[src/rtl/systolic_input_skewer.sv]
`timescale 1ns/1ps
// ---------------------------------------------------------------------------
// systolic_input_skewer
//
// Feeds an 8x8 weight-stationary systolic array. Column beats arrive over a
// valid/ready handshake and are skewed diagonally, so array row r sees its
// pixel r ticks after row 0. After the last beat of a tile, the skewer pushes
// DRAIN_CYCLES zero ticks so every partial sum reaches the bottom row. It then
// pulses tile_done.
//
// Optional feature macro: SKEWER_BYPASS_EN
//   When defined, this adds the skew_bypass input. The input is sampled on
//   the first beat of a tile and held for the whole tile. In bypass mode,
//   every lane uses a single register, so all lanes show a beat together.
//
// Ports
//   clk                clock, rising edge
//   rst_n              asynchronous active-low reset
//   in_valid           beat present
//   in_ready           beat can be accepted (combinational from state)
//   in_data            beat; lane r = in_data[r*DATA_W +: DATA_W]
//   in_last            final beat of the tile
//   skew_bypass        (SKEWER_BYPASS_EN only) per-tile bypass request
//   pixel_row_out_vec  skewed pixels to the array
//   enable_cycle       array advance strobe, aligned with the pixels
//   reset_psum         psum clear, aligned with the first beat's output
//   busy               FSM is not idle
//   tile_done          one-cycle pulse at the end of the drain
//   tile_beats         beat count of the last completed tile
// ---------------------------------------------------------------------------
module systolic_input_skewer #(
    parameter int ROWS         = 8,
    parameter int DATA_W       = 8,
    parameter int DRAIN_CYCLES = 15,
    parameter int CNT_W        = 16
) (
    input  logic                     clk,
    input  logic                     rst_n,
    input  logic                     in_valid,
    output logic                     in_ready,
    input  logic [ROWS*DATA_W-1:0]   in_data,
    input  logic                     in_last,
`ifdef SKEWER_BYPASS_EN
    input  logic                     skew_bypass,
`endif
    output logic [ROWS*DATA_W-1:0]   pixel_row_out_vec,
    output logic                     enable_cycle,
    output logic                     reset_psum,
    output logic                     busy,
    output logic                     tile_done,
    output logic [CNT_W-1:0]         tile_beats
);

    // The drain counter runs one step past DRAIN_CYCLES. That extra,
    // non-shifting step is the cycle in which tile_done is registered.
    localparam int DRAIN_W = $clog2(DRAIN_CYCLES + 1);

    typedef enum logic [1:0] {IDLE, FEED, DRAIN} state_t;

    state_t               r_state;
    logic [DRAIN_W-1:0]   r_drain_cnt;
    logic [CNT_W-1:0]     r_beat_cnt;
    logic                 w_accept;
    logic                 w_drain_shift;
    logic                 w_tick;
    logic                 w_bypass;

    // Ready depends only on state, so upstream never sees a comb loop through valid.
    assign in_ready      = (r_state != DRAIN);
    assign w_accept      = in_valid & in_ready;
    assign w_drain_shift = (r_state == DRAIN) && (r_drain_cnt != DRAIN_W'(DRAIN_CYCLES));
    assign w_tick        = w_accept | w_drain_shift;

`ifdef SKEWER_BYPASS_EN
    logic r_bypass;

    // On the first beat, the live input applies. Later beats and the drain
    // use the value that was latched when the tile started.
    assign w_bypass = (r_state == IDLE) ? skew_bypass : r_bypass;

    // Latch the bypass request once per tile, on its first accepted beat.
    always_ff @(posedge clk or negedge rst_n) begin
        if (!rst_n) begin
            r_bypass <= 1'b0;
        end else if (w_accept && (r_state == IDLE)) begin
            r_bypass <= skew_bypass;
        end
    end
`else
    assign w_bypass = 1'b0;
`endif

    // Tile-level control. The FSM moves IDLE -> FEED -> DRAIN -> IDLE.
    // enable_cycle mirrors the tick of the previous edge, so it lines up
    // with the pixel registers. reset_psum marks the first beat.
    // tile_done, busy and tile_beats update on the extra, non-shifting
    // drain step that follows the last zero tick.
    always_ff @(posedge clk or negedge rst_n) begin
        if (!rst_n) begin
            r_state      <= IDLE;
            r_drain_cnt  <= '0;
            r_beat_cnt   <= '0;
            enable_cycle <= 1'b0;
            reset_psum   <= 1'b0;
            busy         <= 1'b0;
            tile_done    <= 1'b0;
            tile_beats   <= '0;
        end else begin
            enable_cycle <= w_tick;
            reset_psum   <= 1'b0;
            tile_done    <= 1'b0;
            case (r_state)
                IDLE: begin
                    if (w_accept) begin
                        r_beat_cnt  <= CNT_W'(1);
                        r_drain_cnt <= '0;
                        reset_psum  <= 1'b1;
                        busy        <= 1'b1;
                        r_state     <= in_last ? DRAIN : FEED;
                    end
                end
                FEED: begin
                    if (w_accept) begin
                        if (r_beat_cnt != '1) begin
                            r_beat_cnt <= r_beat_cnt + CNT_W'(1);
                        end
                        if (in_last) begin
                            r_state <= DRAIN;
                        end
                    end
                end
                DRAIN: begin
                    if (r_drain_cnt == DRAIN_W'(DRAIN_CYCLES)) begin
                        r_state    <= IDLE;
                        busy       <= 1'b0;
                        tile_done  <= 1'b1;
                        tile_beats <= r_beat_cnt;
                    end else begin
                        r_drain_cnt <= r_drain_cnt + DRAIN_W'(1);
                    end
                end
                default: r_state <= IDLE;
            endcase
        end
    end

    // Each lane owns a chain of lane+1 registers, and its last stage drives
    // the output. Every chain advances on a tick and holds otherwise. During
    // the drain, zeros enter the chains. In bypass mode, the last stage loads
    // the lane directly and the earlier stages fill with zeros.
    genvar gr;
    generate
        for (gr = 0; gr < ROWS; gr++) begin : g_lane
            logic [DATA_W-1:0] r_stage [0:gr];
            logic [DATA_W-1:0] w_lane_in;

            assign w_lane_in = (r_state == DRAIN) ? '0 : in_data[gr*DATA_W +: DATA_W];

            always_ff @(posedge clk or negedge rst_n) begin
                if (!rst_n) begin
                    for (int s = 0; s <= gr; s++) begin
                        r_stage[s] <= '0;
                    end
                end else if (w_tick) begin
                    if (w_bypass) begin
                        for (int s = 0; s < gr; s++) begin
                            r_stage[s] <= '0;
                        end
                        r_stage[gr] <= w_lane_in;
                    end else begin
                        r_stage[0] <= w_lane_in;
                        for (int s = 1; s <= gr; s++) begin
                            r_stage[s] <= r_stage[s-1];
                        end
                    end
                end
            end

            assign pixel_row_out_vec[gr*DATA_W +: DATA_W] = r_stage[gr];
        end
    endgenerate

endmodule

[config.mk]
export PLATFORM = sky130hd
export DESIGN_NAME = systolic_input_skewer
export DESIGN_NICKNAME = d
export VERILOG_FILES = /design/src/rtl/systolic_input_skewer.sv
export SDC_FILE = /design/constraint.sdc
export NUM_CORES = 1
export LEC_CHECK = 0
export BUFFER_PORTS_ARGS = -buffer_cell sky130_fd_sc_hd__buf_2
export CELL_PAD_IN_SITES_DETAIL_PLACEMENT = 0
export CELL_PAD_IN_SITES_GLOBAL_PLACEMENT = 1
export CORE_ASPECT_RATIO = 1.75
export CORE_MARGIN = 4
export CORE_UTILIZATION = 33
export CTS_CLUSTER_DIAMETER = 50
export DETAILED_ROUTE_END_ITERATION = 12
export GPL_TIMING_DRIVEN = 0
export MAX_ROUTING_LAYER = met4
export PLACE_DENSITY_LB_ADDON = 0.1
export SYNTH_ARGS = -nofsm -noshare
export SYNTH_HDL_FRONTEND = slang
export SYNTH_SLANG_ARGS = --single-unit
[constraint.sdc]
create_clock -name clk -period 1.67 [get_ports clk]
set_input_delay 0.501 -clock clk [delete_from_list [all_inputs] [get_ports clk]]
set_output_delay 0.501 -clock clk [all_outputs]
set_load 0.01 [all_outputs]
[After elaboration in Yosys (flattened, before gate mapping)]
Index checks and enable logic that the tools add are counted.
Widths: inputs -> output; s select.
Word-level totals
  bits in registers: 330
  bits of input ports: 68
  output and inout port bits: 85
  logic and storage cells: 97
Operators by class
  $add $sub $neg: 2
  equal/unequal tests: 12
  multiplexer cells: 28
  bitwise operators: 2
  reductions and logical operators: 9
Operators with widths (number)
  $mux 8: 8
  $mux 16: 3
  $pmux 16 s2: 1
  $add 16x1->16 const B: 1
  $ne 16x16->1 const B: 1
  $ne 2x2->1 const B: 6
  $mux 2: 5
  $mux 4: 2
  $pmux 4 s2: 1
  $reduce_and 4->1: 2
  $mux 1: 6
  $pmux 2 s3: 1
  $reduce_and 3->1: 2
  $add 4x1->4 const B: 1
  $eq 4x4->1 const B: 1
  $ne 4x4->1 const B: 1
  $reduce_bool 2->1: 2
  $eq 2x1->1 const B: 1
  $eq 2x2->1 const B: 1
  $logic_not 2->1: 1
  $ne 2x1->1 const B: 1
  $pmux 1 s2: 1
  $reduce_and 2->1: 1
  $and 1x1->1: 1
  other kinds (2): 2

[Longest topological paths before layout]
  word-level depth: 4
  mapped depth: 8

[Least setup slack after synthesis]
OpenSTA, ideal clock, no wires.
  path type: reg-to-reg
  start: register r_state[0]
  end: register g_lane[6].r_stage[10] (netlist bit)
  setup time: 0.125 ns
  arrival time: 1.676 ns
  data required time: 1.545 ns
  slack: -0.131 ns
  cell stages (with the launch flop): 8
  clock period less this slack: 1.801 ns
  path through: dfrtp_1 > and2b_1 > inv_2 > and2_4 > nor2_4 > buf_6 > buf_6 > mux2_2
Between the ends
  cells in the longest elaborated chain, start to end: 3
  elaborated cells on any way between the ends: 5
  classes of those cells: 2 x eq/ne; 2 x bitwise; 1 x reduce/logical
Ends and longest elaborated chain
  from (decl): line 60  | state_t r_state;
  from (signal assigned): line 119  | r_state <= in_last ? DRAIN : FEED;
  $ne 2x2->1: line 69  | assign in_ready = (r_state != DRAIN);
  named net in_ready: line 40  | output logic in_ready,
  $and 1x1->1: line 70  | assign w_accept = in_valid & in_ready;
  $or 1x1->1: line 72  | assign w_tick = w_accept | w_drain_shift;
  to (signal, indexed assignment): line 169  | r_stage[gr] <= w_lane_in;
  to (signal, indexed assignment): line 173  | r_stage[s] <= r_stage[s-1];
  to (decl): line 154  | logic [DATA_W-1:0] r_stage [0:gr];
The timed path passes the listed nets, and every way through them passes these cells.
A chain may end at the register's enable or synchronous reset.

[Final worst setup path]
  start: register r_state[0]
  end: register g_lane[7].r_stage[38] (netlist bit)
Between the ends
  cells in the longest elaborated chain, start to end: 3
  elaborated cells on any way between the ends: 5
  classes of those cells: 2 x eq/ne; 2 x bitwise; 1 x reduce/logical
Ends and longest elaborated chain (line)
  $ne 2x2->1 / $eq 2x2->1 (equally long branches): 69, 71
  $and 1x1->1 / $logic_and 1x1->1 (equally long branches): 70, 71
  $or 1x1->1 *: 72
  to (signal, indexed assignment): 169
  to (signal, indexed assignment): 173
  to (decl): 154
Mark *: on every way between the ends. The rest lies on a longest branch, timed or not.

==> out/metrics.cfg <==
[critical_path]
crit_arrival_ns = 2.31
worst_setup_path_start_kind = flip-flop
critPathRequiredTime_ns = 2.07
cp_max_fo = 8
cp-end-kind = flip-flop
criticalPathCategory = flip-flop to flip-flop

[synth]
synth_seq_cells = 330
ys_warn_count = 0
synth_top_family_by_area = multiplexers
synthArstFlopShare = 1.00
syn_area_per_cell_sq_um = 13.3
yosysTopAreaCell = dfrtp_1
yosysTopAreaCellShare = 0.621
synth-simple-area-share = 0.0916
synth-xor-area-share = 0.000658
yosys-top-cells-area = dfrtp_1, mux2_2, nand2_1
syn-num-nets = 1070
synth_ff_type = dfrtp_1
synth_edf_count = 0
synthMuxAreaShare = 0.206
synthDistinctLibCells = 50
synthesis.area_sq_um = 13300
synth_compound_area_frac = 0.0197
syn_inst = 1000
synth-adder-area-share = 0.00188
seq_area_frac_synth = 0.621

[timing]
clock.fmax_mhz = 522
layout_min_cycle_time_ns = 1.92
setup_viol = 305
hold_ws_ns = -0.129
rsz0062_at_grt = yes
slew_headroom = 0.592
tightest_slew_ns = 0.611
fin_setup_tns_ns = -50.33
fin_skew_ns = 0.0172
layout_setup_ws_ns = -0.246
slew_violations = 0
min_period_over_period = 1.15
hold_violations = 43

[floorplan]
start_util = 0.333
core_sq_um = 39900
ioPinCount = 153
die_h_um = 274
dieArea_sq_um = 43700
num_rows = 97
die_w_um = 160

[clock_tree]
path_clk_slew_ns = 0.06
cts_tree = built
cts.sinks = 330
worstSkewPairLatency_ns = 0.52
root_buffer = clkbuf_16
cts_max_level = 2
clk_path_buf_depth = 3
numCtsBuffers = 35

[global_route]
grt_util_met2 = 0.246
grtUsageMet1 = 0.153
grt_overflow_total = 0
grt_usage = 0.138
gr-usage-met3 = 0.0298
grt_pass1_wl_mm = 47.6
grt_pass1_vias = 8700
top_usage_layer = met2
antenna_found_initial = 6
grt_max_degree = 122

[run_status]
violations = hold timing, setup timing
status = finished with violations

[hold_path]
min_path_type = input pin to async pin

[layout]
fin_cells = 1765
drive_gt1_frac = 0.500
final_common_cell = dfrtp_1
area_delta_synth_final_pct = 32.6
post-route-util = 0.442
nets = 1311
layout_common_cells = dfrtp_1, mux2_4, buf_2, nand2_1, buf_4

[place]
gp_congestion = 0.726
place_hpwl_mm = 19.8
place.port_buffers = 151
pre_cts_ws_ns = -0.509
dp_cells = 1649

[pwr]
power_mw = 32.0
vdd_ir_drop_max_v = 0.000775
p_per_area_nw_per_um2 = 1810
p_leak_nw = 8.98

[drt]
dr.first_iter.drc_count = 190
wirelength_mm = 31.4
first_pass_iters = 4
drc = 0
vias = 8215
route.antenna.remaining_nets = 0
wl_per_cell_um = 17.8
vias_per_cell = 4.65

[run]
cap_viol_max_count = 0

==> area by class of cell <==
class | count | area (sq um)
multi-input combinational | 553 | 4950
clock buffer | 51 | 1030
inverter | 8 | 32.5
fill | 3732 | 22300
sequential | 330 | 8270
clock inverter | 10 | 159
buffer | 106 | 1030
timing repair buffer | 207 | 1540
antenna | 5 | 12.5
tap | 495 | 619
==> routing by layer <==
layer | routed length [um] | part of all wire
met4 | 840 | 0.027
met2 | 16700 | 0.53
met3 | 1320 | 0.042
met5 | 0 | 0
met1 | 12500 | 0.40
==> final timing paths <==
| check | from | cells after the start | to | slack (ns) |
|---|---|---|---|---|
| setup / recovery | r_state[0] | 8 | g_lane[7].r_stage[38] | -0.25 |
| hold / removal | rst_n | 1 | g_lane[7].r_stage[9] | -0.13 |
| setup reg to reg | r_state[0] | 8 | g_lane[7].r_stage[38] | -0.25 |
| hold reg to reg | g_lane[7].r_stage[58] | 2 | g_lane[7].r_stage[58] | 0.49 |
| max in group asynchronous | rst_n | 3 | g_lane[4].r_stage[27] | 0.39 |
| min in group clk | in_data[2] | 3 | g_lane[0].r_stage[2] | 0.17 |
==> critical path, cell delays in order (launching register included) <==
cell and delay (ns):
dfrtp_1 0.38, and2b_2 0.26, inv_4 0.06, and2_4 0.16
nor2_4 0.09, buf_12 0.17, clkbuf_16 0.19, clkbuf_16 0.16
mux2_4 0.29
==> where the power goes <==
group          switching [mW]  internal, mW  leakage, nW
combinational            4.00          7.05         4.24
clock                    3.20          4.90        0.575
sequential               1.73          11.1         4.17
total                    8.93          23.1         8.98
==> cell usage after synthesis, drive strengths merged, types with 2 or more instances <==
cell type  count
mux2i          3
nand2b         3
nor3           4
and2           3
nand3         74
a2bb2oi        4
buf           91
mux2         241
nor2          14
nor2b          3
nand2        149
and3           2
a21o           2
inv            8
o21ai          7
o2bb2ai        2
o211a          2
clkbuf        18
dfrtp        330
nor4           6
a22oi          3
ha             2
or3            3
nand3b         2
or4            2
a21oi         10
==> state kept, by name, indices dropped and copies added (netlist names) <==
name and flops:
pixel_row_out_vec 56, enable_cycle 1, r_drain_cnt 4, g_lane.r_stage 232
tile_done 1, r_beat_cnt 16, reset_psum 1, tile_beats 16
busy 1, r_state 2
==> metrics by stage <==
| stage | hold slack (ns) | cell area, sq um |
|---|---|---|
| 3_3_place_gp | 0.461 | 14700 |
| 4_1_cts | -0.138 | 16500 |
| 5_1_grt | -0.121 | 17600 |
| 2_1_floorplan | 0.205 | 13300 |
| 6_report | -0.129 | 17600 |
| 3_5_place_dp | 0.424 | 14800 |
==> logic make-up (layout without fill, tap and decap cells) <==
kind of cell,count (synthesis),after routing
xor+xnor,1,1
fa+ha+maj,2,2
simple gates,268,268
compound gates,38,38
flops,330,330
other cells,0,5
buf+inv,117,382
mux,244,244
==> repair_timing <==
action | 4_1_cts | 5_1_grt
pin swaps | 2 | 9
setup endpoints to repair | 372 | 372
cloned | 3 | 12
buffers inserted | 10 | 28
hold endpoints to repair | 43 | 43
resized for setup | 108 | 166
(Power assumes the default switching activity.)
